## src/rtl/fifo_ctrl_512.sv

```systemverilog
// Pointer and flag controller that turns a 512x8 synchronous dual-port RAM into a FIFO.
// Occupancy is tracked by a registered count; flags decode combinationally from it.
module fifo_ctrl_512 #(
   parameter int ADDR_WIDTH    = 9,
   parameter int DEPTH         = 512,
   parameter int DATA_WIDTH    = 8,
   parameter int AFULL_THRESH  = 480,
   parameter int AEMPTY_THRESH = 32
) (
   input  logic                  clk,
   input  logic                  rst,
   input  logic                  push,
   input  logic [DATA_WIDTH-1:0] push_data,
   input  logic                  pop,
   output logic                  ram_wr_enb,
   output logic [ADDR_WIDTH-1:0] ram_wr_addr,
   output logic [DATA_WIDTH-1:0] ram_wr_data,
   output logic                  ram_rd_enb,
   output logic [ADDR_WIDTH-1:0] ram_rd_addr,
   output logic                  rd_valid,
   output logic [ADDR_WIDTH:0]   count,
   output logic                  full,
   output logic                  empty,
   output logic                  almost_full,
   output logic                  almost_empty,
   output logic                  overflow,
   output logic                  underflow,
   output logic                  error_flag
);

   localparam int CW = ADDR_WIDTH + 1;
   localparam logic [ADDR_WIDTH:0] FULL_CNT   = CW'(DEPTH);
   localparam logic [ADDR_WIDTH:0] AFULL_CNT  = CW'(AFULL_THRESH);
   localparam logic [ADDR_WIDTH:0] AEMPTY_CNT = CW'(AEMPTY_THRESH);

   logic [ADDR_WIDTH-1:0] wr_ptr;
   logic [ADDR_WIDTH-1:0] rd_ptr;
   logic                  push_acc;
   logic                  pop_acc;
   logic                  overflow_next;
   logic                  underflow_next;

   assign full         = (count == FULL_CNT);
   assign empty        = (count == '0);
   assign almost_full  = (count >= AFULL_CNT);
   assign almost_empty = (count <= AEMPTY_CNT);

   // Gating with full/empty keeps the RAM from ever seeing a same-address read and write.
   assign push_acc = push & ~full & ~rst;
   assign pop_acc  = pop & ~empty & ~rst;

   assign overflow_next  = push & full;
   assign underflow_next = pop & empty;

   assign ram_wr_enb  = push_acc;
   assign ram_wr_addr = wr_ptr;
   assign ram_wr_data = push_data;
   assign ram_rd_enb  = pop_acc;
   assign ram_rd_addr = rd_ptr;

   always_ff @(posedge clk or posedge rst) begin
      if (rst) begin
         wr_ptr <= '0;
         rd_ptr <= '0;
      end else begin
         if (push_acc) wr_ptr <= wr_ptr + 1'b1;
         if (pop_acc)  rd_ptr <= rd_ptr + 1'b1;
      end
   end

   always_ff @(posedge clk or posedge rst) begin
      if (rst) begin
         count <= '0;
      end else begin
         case ({push_acc, pop_acc})
            2'b10:   count <= count + 1'b1;
            2'b01:   count <= count - 1'b1;
            default: count <= count;
         endcase
      end
   end

   always_ff @(posedge clk or posedge rst) begin
      if (rst) begin
         rd_valid   <= 1'b0;
         overflow   <= 1'b0;
         underflow  <= 1'b0;
         error_flag <= 1'b0;
      end else begin
         rd_valid   <= pop_acc;
         overflow   <= overflow_next;
         underflow  <= underflow_next;
         error_flag <= error_flag | overflow_next | underflow_next;
      end
   end

endmodule
```

## config.mk

```make
export PLATFORM = sky130hd
export DESIGN_NAME = fifo_ctrl_512
export DESIGN_NICKNAME = d
export VERILOG_FILES = /design/src/rtl/fifo_ctrl_512.sv
export SDC_FILE = /design/constraint.sdc
export NUM_CORES = 1
export LEC_CHECK = 0
export CAP_MARGIN = 0
export CORE_MARGIN = 3
export CORE_UTILIZATION = 41
export CTS_CLUSTER_SIZE = 8
export DETAILED_ROUTE_END_ITERATION = 16
export HOLD_SLACK_MARGIN = 0.03
export PLACE_DENSITY = 0.76
export SLEW_MARGIN = 20
export SYNTH_ARGS = -nofsm -noshare
export SYNTH_HDL_FRONTEND = slang
export SYNTH_SLANG_ARGS = --single-unit
```

## constraint.sdc

```tcl
create_clock -name clk -period 3.2 [get_ports clk]
set_clock_uncertainty 0.2 [all_clocks]
set_input_delay 0.48 -clock clk [delete_from_list [all_inputs] [get_ports clk]]
set_output_delay 0.48 -clock clk [all_outputs]
set_load 0.01 [all_outputs]
```

==> flow_summary.ini <==
[synth]
synth_top_area_share = 0.4448
synth_cell_types = 43
synth_top_cells_by_area = dfrtp_1 44%, ha_1 7.6%, xnor2_1 6.8%
ys_async_sr_fraction = 1.000
synth.avg_cell_area_sq_um = 10.91
synth_fa_ha_area_frac = 0.08756
synth-compound-area-share = 0.09312
yosysWarningCount = 0
ys_seq_area_frac = 0.4448
synthCells = 165
synth_edf_count = 0
synth_xor_area_frac = 0.1167
yosys.area.top_type = dfrtp_1
synth.most_common_cell = dfrtp_1
synth_top_family_by_area = simple AND/OR/NAND/NOR gates
synth_area_sq_mm = 0.001800
synthSimpleGateAreaFrac = 0.1904
synth_ff_type = dfrtp_1
synth-seq-cells = 32
synth.top_cells.by_count = 32 x dfrtp_1, 16 x nand2_1, 14 x xnor2_1, 11 x ha_1, 10 x xor2_1
synthesis.nets = 189
muxShareOfSynthArea = 0.01807

[sta]
period_share = 1.003
slew_headroom = 0.7322
hold-worst-slack_ns = 0.2610
fmax_mhz = 311.6
setup_violations = 2
hold_viol = 0
slew_viol_final = 0
rsz0062_at_grt = true
tightest_slew_ns = 0.4016
setup_ws_ns = -0.008965
post-route-min-period_ns = 3.209

[min_path]
hold_depth = 1
min-delay-start = ram_rd_addr[8]$_DFFE_PP0P_
worstHoldEndpoint = ram_rd_addr[8]$_DFFE_PP0P_
hold_class = flip-flop to flip-flop

[setup_path]
crit_fanout = 7
regToRegSetupSlack_ns = -0.009
crit_path_end_kind = flip-flop
crit_required_ns = 3.16
r2r_start = count[4]$_DFFE_PP0P_
cp.arrival_ns = 3.17
reg2reg_depth = 13
cp-start-kind = flip-flop
crit_type = flip-flop to flip-flop
r2r_end = count[8]$_DFFE_PP0P_

[clock_tree]
root_buffer = clkbuf_8
cts_made_buffers = 5
cts_buffer_depth = 2
clkLatencyLatePin_ns = 0.28
ctsHoldBuffers = 0
htreeDepth = 2
clkTransAtPathRegs_ns = 0.06
clock_sinks = 32
cts_tree = built

[pwr]
peakVddDrop_v = 0.0004173
p_leak_uw = 0.001188
power.density_mw_per_mm2 = 841.5

[drt]
drt-wirelength-per-cell_microns = 13.96
drc = 0
drtAntennaViolNets = 0
drt-pass1-iter-count = 4
vias = 1446
drtIter0Drc = 72
totalWireLength_mm = 3.993
vias_per_cell = 5.056

[grt]
grt_max_degree = 33
grt_use_total = 0.1700
gr-total-overflow = 0
grt_pass1_vias = 1427
antenna_found_initial = 0
grt_pass1_wl_mm = 6.913

[die]
die_w_microns = 72.27
die_h_microns = 72.27
io_pins = 58
core_sq_mm = 0.004115
core.rowCount = 23
initial_core_util = 0.4375
dieArea_sq_mm = 0.005222

[placed_design]
place_inst = 272
gp_congestion = 0.8096
post-dp-hpwl_mm = 2.869
dp_worst_setup_slack_ns = -0.09704
io_buffers = 41

[run]
drv_cap = 0

[cells_and_area]
fin_cells = 286
fillers = 330
diodes = 0
layout.nets = 260
areaGrowthSynthToFinish_pct = 48.23
layout-drive-gt1-share = 0.3051

[status]
outcome = complete, but fails checks
violations = setup timing
per-stage QoR:
stage                     total power (uW)    util  cell area [sq um]  setup TNS, ns
after CTS                             2195  0.6297               2591      -0.003261
final                                 2246  0.6485               2669       -0.01121
after detailed placement              1865  0.5984               2462        -0.1984
after global routing                  2418  0.6485               2669        -0.5763
after floorplan                       1267       -               1862        -0.1682
after global placement                1842  0.5984               2462       -0.02558
metal layers:
layer	share of wire	vias up	routed length, microns	GRT usage
met3	0.060	4	241	0.04709
met5	0	-	0	0
met1	0.46	685	1842	0.2272
li1	-	715	-	-
met4	0.0085	0	34	0.06263
met2	0.47	42	1875	0.2629
worst max path at each step:
| stage | startpoint | end | slack [ns] | cells after the start |
|---|---|---|---|---|
| 2_1_floorplan | count[4]$_DFFE_PP0P_ | count[9]$_DFFE_PP0P_ | -0.14 | 11 |
| 3_3_place_gp | rst | count[9]$_DFFE_PP0P_ | -0.03 | 12 |
| 3_5_place_dp | rst | count[9]$_DFFE_PP0P_ | -0.1 | 12 |
| 4_1_cts | count[0]$_DFFE_PP0P_ | count[9]$_DFFE_PP0P_ | -0.003 | 12 |
| 5_1_grt | count[4]$_DFFE_PP0P_ | count[9]$_DFFE_PP0P_ | -0.18 | 12 |
| 6_report | count[4]$_DFFE_PP0P_ | count[8]$_DFFE_PP0P_ | -0.009 | 13 |
worst max-delay path, cell delays in order, from the launching register on:
cell and delay, ns:
dfrtp_2 0.42, nor4_4 0.40, nand3b_4 0.12, o311ai_4 0.28, inv_4 0.06, ha_4 0.22
buf_4 0.16, fa_2 0.33, a21o_1 0.18, a21oi_2 0.16, o21bai_2 0.12, a41oi_2 0.20
xor2_1 0.16, o21ai_1 0.07
logic make-up (layout without fill, tap and decap cells):
kind of cell             Yosys count  count (layout)
AND/OR/NAND/NOR                   57              57
flip-flops                        32              32
XOR/XNOR                          24              24
AO/OA/AOI/OAI                     22              22
buffers and inverters             15              86
adder cells (fa/ha/maj)           12              12
multiplexers                       3               3
layout by cell type (no fill, tap or decap), drive strengths merged, types with 3 or more instances in the layout:
cell	netlist	layout
a21oi	8	8
nand3	8	8
nor3	3	3
buf	8	33
ha	11	11
o21ai	6	6
xnor2	14	14
clkdlybuf4s50	0	41
nor4	3	3
xor2	10	10
nand2	16	16
nor2	8	8
and2	3	3
inv	5	4
clkbuf	2	6
nor2b	3	3
dfrtp	32	32
flip-flops by register name, indices dropped and copies added (netlist names):
signal       flops
ram_wr_addr      9
rd_valid         1
error_flag       1
ram_rd_addr      9
count           10
underflow        1
overflow         1
layout make-up:
| type | instances | area (sq um) | share of cell area |
|---|---|---|---|
| Sequential cell | 32 | 803.3 | 0.3010 |
| Timing Repair Buffer | 74 | 665.6 | 0.2494 |
| Inverter | 5 | 25.02 | 0.009376 |
| Clock buffer | 6 | 72.57 | 0.02719 |
| Multi-Input combinational cell | 118 | 1035 | 0.3877 |
| Tap cell | 50 | 62.56 | 0.02344 |
| Clock inverter | 1 | 5.005 | 0.001875 |
what timing repair did:
| item | 4_1_cts | 5_1_grt |
|---|---|---|
| endpoints found under the setup margin | 3 | 4 |
| pin swaps | 8 | 9 |
| resized for setup | 4 | 13 |
| setup buffers | 3 | 4 |
power breakdown:
part           leakage (uW)  total (uW)  switching, uW  internal (uW)
Combinational      0.000741        1280            551            729
Sequential         0.000405         687            144            542
Clock             0.0000410         280            133            147
Total               0.00119        2250            828           1420
No activity file was read; power rests on OpenSTA's default activity.
==> edit 1, RTL diff (same flow settings) <==
The parameter `DATA_WIDTH` goes from 8 to 6.
--- a/src/rtl/fifo_ctrl_512.sv
+++ b/src/rtl/fifo_ctrl_512.sv
@@ -3,7 +3,7 @@
 module fifo_ctrl_512 #(
    parameter int ADDR_WIDTH    = 9,
    parameter int DEPTH         = 512,
-   parameter int DATA_WIDTH    = 8,
+   parameter int DATA_WIDTH    = 6,
    parameter int AFULL_THRESH  = 480,
    parameter int AEMPTY_THRESH = 32
 ) (
Ports: changed (resized push_data and ram_wr_data); port bits go from 58 to 54. No check against the original RTL was run, so the function may have changed too.
==> edit 1 against the original RTL <==
- the flow still finishes with violations (negative setup slack)
- final cell count shrank 1.0%
- area after synthesis down 0.83%
- total power is 0.77% higher
- count of clock-buffer cells in the layout up 1
- core utilization decreased by 0.40 points
- wire length up 2.8%
- design area fell by 1.3%
- setup slack worse by 18 ps
- maximum frequency shrank 0.57%
- global-route usage grew 0.25 points
- sequential cell count stayed put
- largest cell class unchanged
==> edit 1: results <==
{
  "synth_top_area_share_pct": 44.8,
  "routedWlPerCell_microns": 14.5,
  "avgSynthCellArea_sq_um": 11.0,
  "worstMarginPinSlew_ps": 413,
  "synth_area_leaders": "dfrtp_1, ha_1, xnor2_1, xor2_1, nand2_1",
  "yosysSeqAreaShare_pct": 44.8,
  "vias_per_cell": 5.06,
  "gp_congestion": 0.950,
  "dp_slack_ps": -130,
  "largest-register": "count",
  "grt_pass1_vias": 1469,
  "syn-num-nets": 185,
  "fin_nets": 255,
  "violations": "negative setup slack",
  "ir_drop_mv": 0.385,
  "drt-initial-drc-count": 83,
  "status": "finished, violations left",
  "dp_hpwl_microns": 2900,
  "synth_common_cells": "dfrtp_1, nand2_1, xnor2_1, ha_1, xor2_1",
  "power_leakage_nw": 1.18,
  "track_usage_pct": 17.3,
  "fin_ws_ps": -27.4,
  "grt_pass1_wl_microns": 6870,
  "finalSetupViolations": 2,
  "final_cells": 283,
  "arrival_ps": 3240,
  "drive_above_1_share_pct": 28.3
}
-- edit 1: logic make-up after synthesis --
logic type / share of synthesized area (%)
adders and majority gates: 8.83
and+or+nand+nor: 19.2
AOI/OAI and AO/OA: 9.39
xor gates and xnor gates: 11.8
buffers and inverters: 4.13
muxes: 1.82
DFF: 44.8
-- edit 1: layout make-up --
cell class              instances  area [sq um]
clock buffers                   7          96.3
repair buffers                 71           639
flip-flops and latches         32           803
fillers                       342          1450
inverters                       5          25.0
multi-input cells             118          1010
well taps                      50          62.6
-- edit 1: through the flow --
| step | instance area (sq um) | total power [mW] | TNS (ps) |
|---|---|---|---|
| floorplan | 1850 | 1.26 | -168 |
| global placement | 2460 | 1.83 | -18.3 |
| detailed placement | 2460 | 1.86 | -241 |
| CTS | 2580 | 2.23 | 0 |
| global route | 2630 | 2.42 | -541 |
| finish | 2630 | 2.26 | -39.6 |
-- edit 1: repair_timing --
item / 4_1_cts / 5_1_grt
gates cloned: 0 / 0
resized for setup: 2 / 6
hold buffers: 0 / 0
buffers inserted: 1 / 3
pin swaps: 6 / 2
endpoints found under the setup margin: 3 / 4
-- edit 1: where the power goes --
part	switching, mW	internal (mW)	leakage [nW]
Combinational	0.542	0.700	0.727
Clock	0.141	0.191	0.0503
Sequential	0.146	0.542	0.405
Total	0.829	1.43	1.18
-- edit 1: routing by layer --
layer  vias to the layer above  wire length [microns]  GRT usage, %
met5                         -                      0             0
met4                         0                     72          6.89
met3                         6                    185          3.88
met2                        43                   1970          27.3
met1                       679                   1880          23.0
li1                        705                      -             -
-- edit 1: worst paths after layout --
kind | end | slack (ps) | depth (start not counted) | start
min in group asynchronous | count[9] | 580 | 3 | rst
max in group asynchronous | count[0] | 1900 | 3 | rst
worst min register to register | ram_rd_addr[8] | 270 | 1 | ram_rd_addr[8]
worst max register to register | count[9] | -30 | 13 | count[0]
worst min-delay path | ram_rd_addr[8] | 270 | 1 | ram_rd_addr[8]
worst max-delay path | count[9] | -30 | 13 | count[0]
-- edit 1: worst max-delay path: cells and delay by family, from the launching register on --
family	cells	cell delay [ps]
xor gates and xnor gates	1	140
muxes	1	240
and+or+nand+nor	3	410
AOI/OAI and AO/OA	3	880
adders and majority gates	2	520
buffers and inverters	3	320
DFF	1	420
==> edit 2, RTL diff (same flow settings) <==
Without the edit above. Register the output `error_flag` once more; this adds one clock of latency there. The other outputs are not delayed to match.
--- a/src/rtl/fifo_ctrl_512.sv
+++ b/src/rtl/fifo_ctrl_512.sv
@@ -32,6 +32,8 @@
    localparam logic [ADDR_WIDTH:0] FULL_CNT   = CW'(DEPTH);
    localparam logic [ADDR_WIDTH:0] AFULL_CNT  = CW'(AFULL_THRESH);
    localparam logic [ADDR_WIDTH:0] AEMPTY_CNT = CW'(AEMPTY_THRESH);
+
+   logic error_flag_s0;
 
    logic [ADDR_WIDTH-1:0] wr_ptr;
    logic [ADDR_WIDTH-1:0] rd_ptr;
@@ -85,13 +87,17 @@
          rd_valid   <= 1'b0;
          overflow   <= 1'b0;
          underflow  <= 1'b0;
-         error_flag <= 1'b0;
+         error_flag_s0 <= 1'b0;
       end else begin
          rd_valid   <= pop_acc;
          overflow   <= overflow_next;
          underflow  <= underflow_next;
-         error_flag <= error_flag | overflow_next | underflow_next;
+         error_flag_s0 <= error_flag_s0 | overflow_next | underflow_next;
       end
    end
 
+   always_ff @(posedge clk) begin
+      error_flag <= error_flag_s0;
+   end
+
 endmodule
Check against the original RTL: not equivalent (a bounded check fails within 4 cycles, from zero or initial values and one cycle with rst high).
==> edit 2 against the original RTL <==
- the run still ends with negative setup slack left
- area after synthesis up 1.1%
- total power up 5.2%
- critical path depth unchanged
- synthesized cell count up 0.61%
- worst hold slack worse by 79 ps
- sequential cell count up 1
- setup slack worse by 31 ps
- design area up 0.56%
- wire length up 7.9%
==> edit 2: results <==
{
  "fin_nets": 258,
  "arrival_ps": 3250,
  "routedWlPerCell_microns": 15.1,
  "r2r_start": "count[0]",
  "gp_congestion": 0.887,
  "hold_slack_ps": 182,
  "fillCellCount": 323,
  "synth_area_leaders": "dfrtp_1, ha_1, xnor2_1, xor2_1, buf_4",
  "min_to": "error_flag",
  "drt-initial-drc-count": 59,
  "yosysSeqAreaShare_pct": 45.1,
  "power_leakage_nw": 1.19,
  "grt_pass1_wl_microns": 7160,
  "finalSetupViolations": 1,
  "dp_cells": 273,
  "power_density_mw_per_mm2": 880,
  "postCtsSetupRepairBufs": 2,
  "fin_ws_ps": -39.9,
  "status": "finished, violations left",
  "internal-power_mw": 1.52,
  "placed_area_sq_mm": 0.00248,
  "violations": "negative setup slack",
  "cts_resized": 0,
  "async_flop_share_pct": 97.0,
  "drive_above_1_share_pct": 28.5
}
==> edit 2: changes by cell type after synthesis, sizes merged <==
cell	unedited run	this run
dfxtp	0	1
==> edit 2: cell type report <==
type                            instances  share of cell area [%]
Tap cell                               50                    2.33
Clock inverter                          1                    1.12
Multi-Input combinational cell        118                    38.0
Sequential cell                        33                    30.7
Clock buffer                            7                    3.22
Timing Repair Buffer                   71                    23.7
Inverter                                5                   0.932
==> edit 2: logic make-up (layout without fill, tap and decap cells) <==
family                   after synthesis  in the layout  share of synthesized area, %
flip-flops                            33             33                          45.1
adder cells (fa/ha/maj)               12             12                          8.66
buffers and inverters                 15             84                          4.88
XOR/XNOR                              24             24                          11.5
AND/OR/NAND/NOR                       57             57                          18.8
multiplexers                           3              3                          1.79
AO/OA/AOI/OAI                         22             22                          9.21
==> edit 2: metal layers <==
metal / global-route usage, % / part of all wire (%)
met5: 0 / 0
met4: 5.12 / 0.53
met3: 4.55 / 4.5
met2: 30.8 / 52
met1: 20.6 / 43
